==> config.mk <==
export PLATFORM = sky130hd
export DESIGN_NAME = fetch_queue_flat
export DESIGN_NICKNAME = d
export VERILOG_FILES = /design/src/rtl/fetch_queue_if.sv /design/src/rtl/fetch_queue.sv /design/src/flat_wrapper.sv
export SDC_FILE = /design/constraint.sdc
export NUM_CORES = 1
export LEC_CHECK = 0
export ABC_AREA = 1
export BUFFER_PORTS_ARGS = -buffer_cell sky130_fd_sc_hd__buf_4
export CORE_MARGIN = 3
export CORE_UTILIZATION = 58
export DETAILED_ROUTE_END_ITERATION = 12
export MAX_ROUTING_LAYER = met4
export PLACE_DENSITY = 0.77
export SLEW_MARGIN = 20
export SYNTH_ARGS = -nofsm -noshare
export SYNTH_HDL_FRONTEND = slang
export SYNTH_SLANG_ARGS = --single-unit
==> constraint.sdc <==
create_clock -name clk -period 7.25 [get_ports clk]
set_input_delay 1.45 -clock clk [delete_from_list [all_inputs] [get_ports clk]]
set_output_delay 1.45 -clock clk [all_outputs]
set_load 0.03 [all_outputs]
==> src/rtl/fetch_queue_if.sv <==
// fetch_queue_if: handshake bundle between the fetch queue, instruction
// memory, the EX redirect source and the ID stage.
//   redirect_valid/redirect_pc       : flush and restart fetch at a new PC
//   imem_req_valid/ready, imem_addr  : request channel to instruction memory
//   imem_rsp_valid/data              : in-order response channel
//   inst_valid/ready, inst_data/pc   : FIFO head towards IF/ID
// master = fetch_queue side, slave = environment side.
interface fetch_queue_if #(
  parameter int XLEN = 32
);
  logic            redirect_valid;
  logic [XLEN-1:0] redirect_pc;
  logic            imem_req_valid;
  logic            imem_req_ready;
  logic [XLEN-1:0] imem_addr;
  logic            imem_rsp_valid;
  logic [XLEN-1:0] imem_rsp_data;
  logic            inst_valid;
  logic            inst_ready;
  logic [XLEN-1:0] inst_data;
  logic [XLEN-1:0] inst_pc;

  modport master (
    input  redirect_valid, redirect_pc, imem_req_ready, imem_rsp_valid,
           imem_rsp_data, inst_ready,
    output imem_req_valid, imem_addr, inst_valid, inst_data, inst_pc
  );

  modport slave (
    output redirect_valid, redirect_pc, imem_req_ready, imem_rsp_valid,
           imem_rsp_data, inst_ready,
    input  imem_req_valid, imem_addr, inst_valid, inst_data, inst_pc
  );
endinterface

==> src/rtl/fetch_queue.sv <==
// fetch_queue: instruction-fetch front end. Issues sequential PCs to
// instruction memory with up to MAX_OUTST requests in flight, buffers the
// returned words with their PCs in a DEPTH-entry FIFO, and on a redirect
// flushes the FIFO and drops every response still in flight.
// Ports:
//   clk    : rising-edge clock
//   rst_n  : asynchronous active-low reset
//   bus    : fetch_queue_if.master (redirect, imem request/response, inst head)
module fetch_queue #(
  parameter int              XLEN      = 32,
  parameter int              DEPTH     = 4,
  parameter int              MAX_OUTST = 2,
  parameter logic [XLEN-1:0] RESET_PC  = '0
) (
  input  logic         clk,
  input  logic         rst_n,
  fetch_queue_if.master bus
);
  localparam int CW = $clog2(DEPTH + 1);
  localparam int PW = $clog2(DEPTH);

  logic [XLEN-1:0]            fetch_pc;
  logic [CW-1:0]              count, outst, discard;
  logic [PW-1:0]              rd_ptr, wr_ptr, tag_rd, tag_wr;
  logic [DEPTH-1:0][XLEN-1:0] inst_mem, pc_mem, tag_mem;

  logic          redirect, rsp, accept, pop, wr, req_ok;
  logic [CW:0]   credit_used;
  logic          unused_pc_lsb;

  assign redirect = bus.redirect_valid;
  assign rsp      = bus.imem_rsp_valid;

  // Slots already promised: buffered entries plus live (non-stale) requests.
  assign credit_used = {1'b0, count} + {1'b0, outst} - {1'b0, discard};

  // rst_n gating keeps the request low while reset is held; everything else
  // is registered state, so a pop only frees credit on the next cycle.
  assign req_ok = rst_n && !redirect
               && (outst < CW'(MAX_OUTST))
               && (credit_used < (CW+1)'(DEPTH));
  assign accept = req_ok && bus.imem_req_ready;

  // A redirect flushes the head, so a same-cycle pop is meaningless.
  assign pop = (count != '0) && bus.inst_ready && !redirect;

  // Live responses are written unless the FIFO is full and nothing leaves;
  // that case cannot happen by credit and is flagged below.
  assign wr = rsp && !redirect && (discard == '0)
           && ((count != CW'(DEPTH)) || pop);

  assign bus.imem_req_valid = req_ok;
  assign bus.imem_addr      = fetch_pc;
  assign bus.inst_valid     = (count != '0);
  assign bus.inst_data      = inst_mem[rd_ptr];
  assign bus.inst_pc        = pc_mem[rd_ptr];

  assign unused_pc_lsb = ^bus.redirect_pc[1:0];

  always_ff @(posedge clk or negedge rst_n) begin
    if (!rst_n) begin
      fetch_pc <= RESET_PC;
      count    <= '0;
      outst    <= '0;
      discard  <= '0;
      rd_ptr   <= '0;
      wr_ptr   <= '0;
      tag_rd   <= '0;
      tag_wr   <= '0;
      inst_mem <= '0;
      pc_mem   <= '0;
      tag_mem  <= '0;
    end else begin
      // PC tags follow the request stream in order; redirects leave them
      // alone because stale responses still consume their tag.
      if (accept) begin
        tag_mem[tag_wr] <= fetch_pc;
        tag_wr          <= tag_wr + PW'(1);
      end
      if (rsp) tag_rd <= tag_rd + PW'(1);
      outst <= outst + CW'(accept) - CW'(rsp);

      if (redirect) begin
        fetch_pc <= {bus.redirect_pc[XLEN-1:2], 2'b00};
        count    <= '0;
        rd_ptr   <= '0;
        wr_ptr   <= '0;
        // Everything still in flight after this cycle's response is stale.
        discard  <= outst - CW'(rsp);
      end else begin
        if (accept) fetch_pc <= fetch_pc + XLEN'(4);
        if (rsp && (discard != '0)) discard <= discard - CW'(1);
        if (wr) begin
          inst_mem[wr_ptr] <= bus.imem_rsp_data;
          pc_mem[wr_ptr]   <= tag_mem[tag_rd];
          wr_ptr           <= wr_ptr + PW'(1);
        end
        if (pop) rd_ptr <= rd_ptr + PW'(1);
        count <= count + CW'(wr) - CW'(pop);
      end
    end
  end

  assert property (@(posedge clk) disable iff (!rst_n)
    !(rsp && !redirect && (discard == '0) && (count == CW'(DEPTH)) && !pop))
    else $error("fetch_queue: live response with full FIFO");

endmodule

==> src/flat_wrapper.sv <==
// flat-port wrapper written by rule: the top's interface ports become plain ports
module fetch_queue_flat 
#(
  parameter int              XLEN      = 32,
  parameter int              DEPTH     = 4,
  parameter int              MAX_OUTST = 2,
  parameter logic [XLEN-1:0] RESET_PC  = '0
)
  (clk, rst_n, bus_redirect_valid, bus_redirect_pc, bus_imem_req_ready, bus_imem_rsp_valid, bus_imem_rsp_data, bus_inst_ready, bus_imem_req_valid, bus_imem_addr, bus_inst_valid, bus_inst_data, bus_inst_pc);
  fetch_queue_if #(.XLEN(XLEN)) bus_i ();
  input  logic clk;
  input  logic rst_n;
  input wire logic [$bits(bus_i.redirect_valid)-1:0] bus_redirect_valid;
  input wire logic [$bits(bus_i.redirect_pc)-1:0] bus_redirect_pc;
  input wire logic [$bits(bus_i.imem_req_ready)-1:0] bus_imem_req_ready;
  input wire logic [$bits(bus_i.imem_rsp_valid)-1:0] bus_imem_rsp_valid;
  input wire logic [$bits(bus_i.imem_rsp_data)-1:0] bus_imem_rsp_data;
  input wire logic [$bits(bus_i.inst_ready)-1:0] bus_inst_ready;
  output wire logic [$bits(bus_i.imem_req_valid)-1:0] bus_imem_req_valid;
  output wire logic [$bits(bus_i.imem_addr)-1:0] bus_imem_addr;
  output wire logic [$bits(bus_i.inst_valid)-1:0] bus_inst_valid;
  output wire logic [$bits(bus_i.inst_data)-1:0] bus_inst_data;
  output wire logic [$bits(bus_i.inst_pc)-1:0] bus_inst_pc;
  assign bus_i.redirect_valid = bus_redirect_valid;
  assign bus_i.redirect_pc = bus_redirect_pc;
  assign bus_i.imem_req_ready = bus_imem_req_ready;
  assign bus_i.imem_rsp_valid = bus_imem_rsp_valid;
  assign bus_i.imem_rsp_data = bus_imem_rsp_data;
  assign bus_i.inst_ready = bus_inst_ready;
  assign bus_imem_req_valid = bus_i.imem_req_valid;
  assign bus_imem_addr = bus_i.imem_addr;
  assign bus_inst_valid = bus_i.inst_valid;
  assign bus_inst_data = bus_i.inst_data;
  assign bus_inst_pc = bus_i.inst_pc;
  fetch_queue #(.XLEN(XLEN), .DEPTH(DEPTH), .MAX_OUTST(MAX_OUTST), .RESET_PC(RESET_PC)) u_core (.clk(clk), .rst_n(rst_n), .bus(bus_i));
endmodule
==> results.sh, run 1 <==
export IMPL_outcome="completed"
export IMPL_synth_flop_cell="dfrtp_1"
export IMPL_grt_ovfl_total=0
export IMPL_die_w_um=193
export IMPL_via_per_inst=5.68
export IMPL_clk_latency_ns=0.53
export IMPL_slew_limit_headroom_pct=25.1
export IMPL_ys_types=39
export IMPL_finalSetupTns_ns=0
export IMPL_clkTransAtPathRegs_ns=0.06
export IMPL_cts_tree="yes"
export IMPL_postCtsSetupBuffers=0
export IMPL_synth_edff_count=0
export IMPL_grt_max_degree=189
export IMPL_vias=18000
export IMPL_dieHeight_um=193
export IMPL_diodes=0
export IMPL_cts_buffers=44
export IMPL_synthTopCellsByArea="dfrtp_1 (51%), nand2_1 (20%), o21ai_0 (11%), nor2_1 (4.5%), o22ai_1 (2.8%)"
export IMPL_dp_hpwl_um=31000
export IMPL_ios=168
export IMPL_yosysWarnings=0
export IMPL_gr_usage_all_layers_pct=29.7
export IMPL_drtIter0Drc=1781
export IMPL_antenna_left=0
export IMPL_start_util_pct=59.8
export IMPL_period_needed_ns=5.16
export IMPL_drive_above_1_share_pct=10.0
export IMPL_antenna_found_initial=0
export IMPL_synth_area_leader_cell="dfrtp_1"
export IMPL_cts_resized=0
export IMPL_final_nets=2790
export IMPL_portBuffers=161
export IMPL_finalSetupViolations=0
export IMPL_design_die_area_um2=37400
export IMPL_cts_path_max_buffers=3
export IMPL_synthTopCellsByCount="nand2_1 (1068), o21ai_0 (451), dfrtp_1 (415), nor2_1 (243), clkbuf_1 (119)"
export IMPL_fill_cells=2832
export IMPL_place_gp_congestion=0.894
export IMPL_worstSetupEndpointType="output port"
export IMPL_hold_slack_ns=0.466
export IMPL_cts_sinks=415
export IMPL_worstMarginPinSlew_ns=1.12
export IMPL_worstSetupStartpointType="flip-flop"
export IMPL_drt_pass1_iter_count=5
export IMPL_synthArstFlopShare_pct=100
export IMPL_core_um2=34000
export IMPL_cp_max_fo=65
export IMPL_clock_skew_ns=0.0156
export IMPL_drc_errors=0
export IMPL_rsz0062_at_grt="no"
export IMPL_cts_hold_buf=0
export IMPL_grt_pass1_vias=17700
export IMPL_leakage_nw=12.4
export IMPL_yosys_area_top_type_share_pct=51.0
export IMPL_rows=67
export IMPL_grt_pass1_wl_um=90200
export IMPL_yosysMostFrequentCell="nand2_1"
export IMPL_ys_seq_area_share_pct=51.0
export IMPL_hold_viol=0
export IMPL_fmax_mhz=194
export IMPL_arrival_ns=3.71
export IMPL_hold_class="flip-flop to flip-flop"
export IMPL_cp_data_required_time_ns=5.80
export IMPL_syn_cell_area_um2=20400
export IMPL_timing_final_crit_share_pct=71.2
export IMPL_maxSlewViolCount=0
export IMPL_wl_per_cell_um=17.3
export IMPL_synth_cells=2665
export IMPL_avgSynthCellArea_um2=7.64
export IMPL_htreeDepth=2
export IMPL_areaGrowthSynthToFinish_pct=11.9
export IMPL_maxCapViolations=0
export IMPL_routed_wl_um=54800
export IMPL_root_buffer="clkbuf_16"
export IMPL_crit_type="flip-flop to output port"
export IMPL_p_per_area_nw_per_um2=368
export IMPL_vdd_drop_max_mv=0.259
export IMPL_ys_ff_latch=415
[registers in the layout, summed over array words and instances, names as in the netlist]
signal,cells
u_core.tag_wr,2
u_core.pc_mem,120
u_core.count,3
u_core.tag_rd,2
u_core.outst,3
u_core.rd_ptr,2
u_core.bus.imem_addr,30
u_core.wr_ptr,2
u_core.inst_mem,128
u_core.tag_mem,120
u_core.discard,3
[worst paths after layout]
check                                    from                  end  slack [ns]  cells after the start
min                        u_core.tag_mem[68]   u_core.tag_mem[68]        0.47                      2
min in group asynchronous               rst_n  u_core.inst_mem[27]        0.79                      1
max reg2reg                   u_core.count[1]  u_core.tag_mem[119]        3.53                     13
min reg2reg                u_core.tag_mem[68]   u_core.tag_mem[68]        0.47                      2
max                          u_core.rd_ptr[1]      bus_inst_pc[23]        2.09                      6
max in group asynchronous               rst_n    u_core.pc_mem[17]        4.21                      3
[power by group]
group	switching, W	internal [W]
logic	0.00213	0.00100
clock network	0.000889	0.00127
registers	0.000336	0.00276
[cells by family after synthesis]
| kind of cell | after synthesis | share of synthesized area, % |
|---|---|---|
| AOI/OAI and AO/OA | 565 | 14.6 |
| xor gates and xnor gates | 9 | 0.387 |
| adders and majority gates | 25 | 1.68 |
| buffers and inverters | 273 | 6.06 |
| DFF | 415 | 51.0 |
| muxes | 1 | 0.0553 |
| other | 1 | 0.0184 |
| and+or+nand+nor | 1376 | 26.2 |
[cells in the final DEF (no fill, tap or decap), types with 2 or more instances in the layout]
| cell | n |
|---|---|
| nand4_1 | 2 |
| buf_4 | 183 |
| clkbuf_8 | 13 |
| o21ai_0 | 451 |
| o22ai_1 | 92 |
| o21bai_1 | 4 |
| nor2_2 | 3 |
| conb_1 | 4 |
| ha_1 | 21 |
| nand2_1 | 1067 |
| inv_1 | 60 |
| clkbuf_1 | 13 |
| xnor2_1 | 3 |
| xor2_1 | 6 |
| dfrtp_1 | 413 |
| clkinv_2 | 5 |
| a21oi_1 | 14 |
| clkbuf_16 | 45 |
| and2_1 | 2 |
| fa_1 | 4 |
| nor2_1 | 242 |
| nor2_4 | 5 |
| nor2_8 | 3 |
| nand2_2 | 2 |
| nand3_1 | 43 |
| or2_2 | 2 |
| inv_2 | 2 |
| clkinv_1 | 5 |
[critical path: stages, from the launching register on]
cell	delay, ns
dfrtp_2	0.33
buf_4	0.59
clkinv_1	1.12
buf_4	0.61
o21ai_0	0.13
o22ai_1	0.16
buf_4	0.20
[final cells by class]
class	count	area, um^2	area share, %
Tap cell	448	561	2.46
Sequential cell	415	10400	45.6
Multi-Input combinational cell	1980	8760	38.5
Clock buffer	71	1350	5.94
Inverter	69	263	1.15
Clock inverter	6	36.3	0.159
Timing Repair Buffer	185	1410	6.19
[metal layers]
layer	wire length [um]	global-route usage (%)	vias up
met2	26300	47.7	735
met5	0	-	-
li1	-	-	8604
met3	4060	3.36	90
met1	23300	40.1	8609
met4	1150	9.30	0
[metrics by stage]
step	instance area [um^2]	setup WS, ns	power, W	instances	util (%)
6_report	22800	2.09	0.00839	3174	66.9
5_1_grt	22800	1.94	0.00889	3174	66.9
4_1_cts	22800	2.44	0.00840	3174	66.9
3_5_place_dp	21400	2.78	0.00622	3097	62.8
3_3_place_gp	21400	2.82	0.00613	3097	62.8
2_1_floorplan	20400	3.60	0.00515	2668	-
Note: power is estimated with default switching activity, not from simulation.
==> inputs of run 2 (changes only) <==
==> constraint.sdc (replaced) <==
create_clock -name clk -period 4.9 [get_ports clk]
set_input_delay 0.98 -clock clk [delete_from_list [all_inputs] [get_ports clk]]
set_output_delay 0.98 -clock clk [all_outputs]
set_load 0.03 [all_outputs]
==> results.sh, run 2 (synthesis results as in run 1) <==
export IMPL_clkTransAtPathRegs_ns=0.06
export IMPL_routed_wl_um=55000
export IMPL_grt_ovfl_total=0
export IMPL_via_per_inst=5.74
export IMPL_cpMaxStageDelayCell="dfrtp_4"
export IMPL_die_w_um=193
export IMPL_worstSetupStartpointType="flip-flop"
export IMPL_worstMarginPinSlew_ns=1.11
export IMPL_regArea_um2=10400
export IMPL_pwr_share_comb_pct=36.9
export IMPL_portBuffers=161
export IMPL_gr_usage_all_layers_pct=29.7
export IMPL_cp_startpoint="u_core.rd_ptr[0]"
export IMPL_cts_hold_buf=0
export IMPL_p_per_area_nw_per_um2=547
export IMPL_swShare_pct=39.5
export IMPL_core_um2=34000
export IMPL_grt_max_degree=187
export IMPL_setup_ws_ns=0.818
export IMPL_gr_usage_met3_pct=3.11
export IMPL_pwr_share_clk_pct=26.5
export IMPL_period_needed_ns=4.08
export IMPL_grtUsageMet2_pct=48.4
export IMPL_crit_type="flip-flop to output port"
export IMPL_cts_resized=0
export IMPL_rsz0062_at_grt="no"
export IMPL_cp_max_fo=82
export IMPL_cts_tree="yes"
export IMPL_areaGrowthSynthToFinish_pct=12.4
export IMPL_path_cells="clkinv_2, buf_12, o21ai_0, o22ai_1, buf_4"
export IMPL_grt_pass1_wl_um=90500
export IMPL_power_internal_w=0.00758
export IMPL_dieHeight_um=193
export IMPL_layout_commonest_cell="nand2_1"
export IMPL_timing_final_crit_share_pct=83.3
export IMPL_fmax_mhz=245
export IMPL_finalSetupTns_ns=0
export IMPL_cts_sinks=415
export IMPL_drt_pass1_iter_count=6
export IMPL_leakage_nw=12.4
export IMPL_grt_pass1_vias=17800
export IMPL_fill_cells=2843
export IMPL_vias=18300
export IMPL_arrival_ns=3.10
export IMPL_placedCellCount=3103
export IMPL_sequentialPowerShare_pct=36.6
export IMPL_antenna_left=0
export IMPL_ios=168
export IMPL_multiInputGateArea_um2=8760
export IMPL_worst_path_largest_cell_delay_ns=0.78
export IMPL_drc_errors=0
export IMPL_htreeDepth=2
export IMPL_pre_cts_ws_ns=0.923
export IMPL_postCtsSetupBuffers=0
export IMPL_largest_reg_flops=128
export IMPL_diodes=0
export IMPL_clk_latency_ns=0.53
export IMPL_vdd_drop_max_mv=0.363
export IMPL_hold_slack_ns=0.372
export IMPL_cp_data_required_time_ns=3.92
export IMPL_largest_register="u_core.inst_mem"
export IMPL_wl_per_cell_um=17.3
export IMPL_hold_viol=0
export IMPL_start_util_pct=59.8
export IMPL_antenna_found_initial=0
export IMPL_r2r_slack_ns=1.23
export IMPL_r2r_start="u_core.outst[1]"
export IMPL_slew_limit_headroom_pct=25.6
export IMPL_maxSlewViolCount=0
export IMPL_switchingPower_w=0.00494
export IMPL_drive_above_1_share_pct=10.2
export IMPL_cts_path_max_buffers=3
export IMPL_outcome="completed"
export IMPL_dp_hpwl_um=31900
export IMPL_worstSetupEndpointType="output port"
export IMPL_rows=67
export IMPL_drtIter0Drc=1676
export IMPL_place_gp_congestion=0.872
export IMPL_root_buffer="clkbuf_16"
export IMPL_design_die_area_um2=37400
export IMPL_layout_common_cells="nand2_1 (1067), o21ai_0 (451), dfrtp_1 (413)"
export IMPL_clock_skew_ns=0.0109
export IMPL_grt_busiest_layer="met2"
export IMPL_met1_usage_pct=40.3
export IMPL_cts_buffers=45
export IMPL_final_nets=2797
export IMPL_instances_no_fill=3179
export IMPL_maxCapViolations=0
export IMPL_finalSetupViolations=0
export IMPL_reg_largest_list="u_core.inst_mem: 128 flops, u_core.pc_mem: 120 flops, u_core.tag_mem: 120 flops"
export IMPL_hold_class="input pin to asynchronous set/reset pin"
[run 2: cell count changes in the layout (fill, tap and decap cells not counted), moves of 2 or more]
cell       before  now
bufinv_16       0    3
buf_4         183  188
clkinv_2        5    3
clkbuf_8       13   11
[run 2: cell type report]
| cell class | count | area share (%) |
|---|---|---|
| flip-flops and latches | 415 | 45.4 |
| repair buffers | 191 | 6.41 |
| well taps | 448 | 2.45 |
| clock buffers | 69 | 5.80 |
| clock inverters | 7 | 0.509 |
| multi-input cells | 1980 | 38.3 |
| inverters | 69 | 1.15 |
[run 2: power groups by stage]
stage / clock (W) / sequential (W) / combinational, W
floorplan: 0 / 0.00447 / 0.00315
global placement: 0 / 0.00459 / 0.00450
detailed placement: 0 / 0.00462 / 0.00460
CTS: 0.00336 / 0.00457 / 0.00462
global route: 0.00351 / 0.00467 / 0.00510
finish: 0.00332 / 0.00458 / 0.00462
[run 2: final timing paths]
| kind | end | cells past startpoint |
|---|---|---|
| max in group asynchronous | u_core.pc_mem[25] | 2 |
| hold / removal | u_core.inst_mem[122] | 1 |
| min in group clk | u_core.tag_mem[77] | 2 |
| setup reg to reg | u_core.tag_mem[121] | 13 |
| hold reg to reg | u_core.tag_mem[77] | 2 |
| setup / recovery | bus_inst_data[2] | 5 |
[run 2: worst max-delay path, delay by kind of cell (launching register included)]
kind                   cells  cell delay (ns)
flip-flops                 1             0.78
buffers and inverters      3             1.33
AO/OA/AOI/OAI              2             0.38
[run 2: metal layers]
layer	wire, um	vias up
met5	0	-
met1	22900	8742
met4	1270	0
li1	-	8594
met2	26300	829
met3	4570	97
[run 2: per-stage QoR]
stage                     total power [W]  instance area, um^2  utilization (%)
after detailed placement          0.00922                21400             63.0
after global placement            0.00909                21400             63.0
after floorplan                   0.00762                20400                -
final                              0.0125                22900             67.2
after global routing               0.0133                22900             67.2
after CTS                          0.0125                22900             67.2
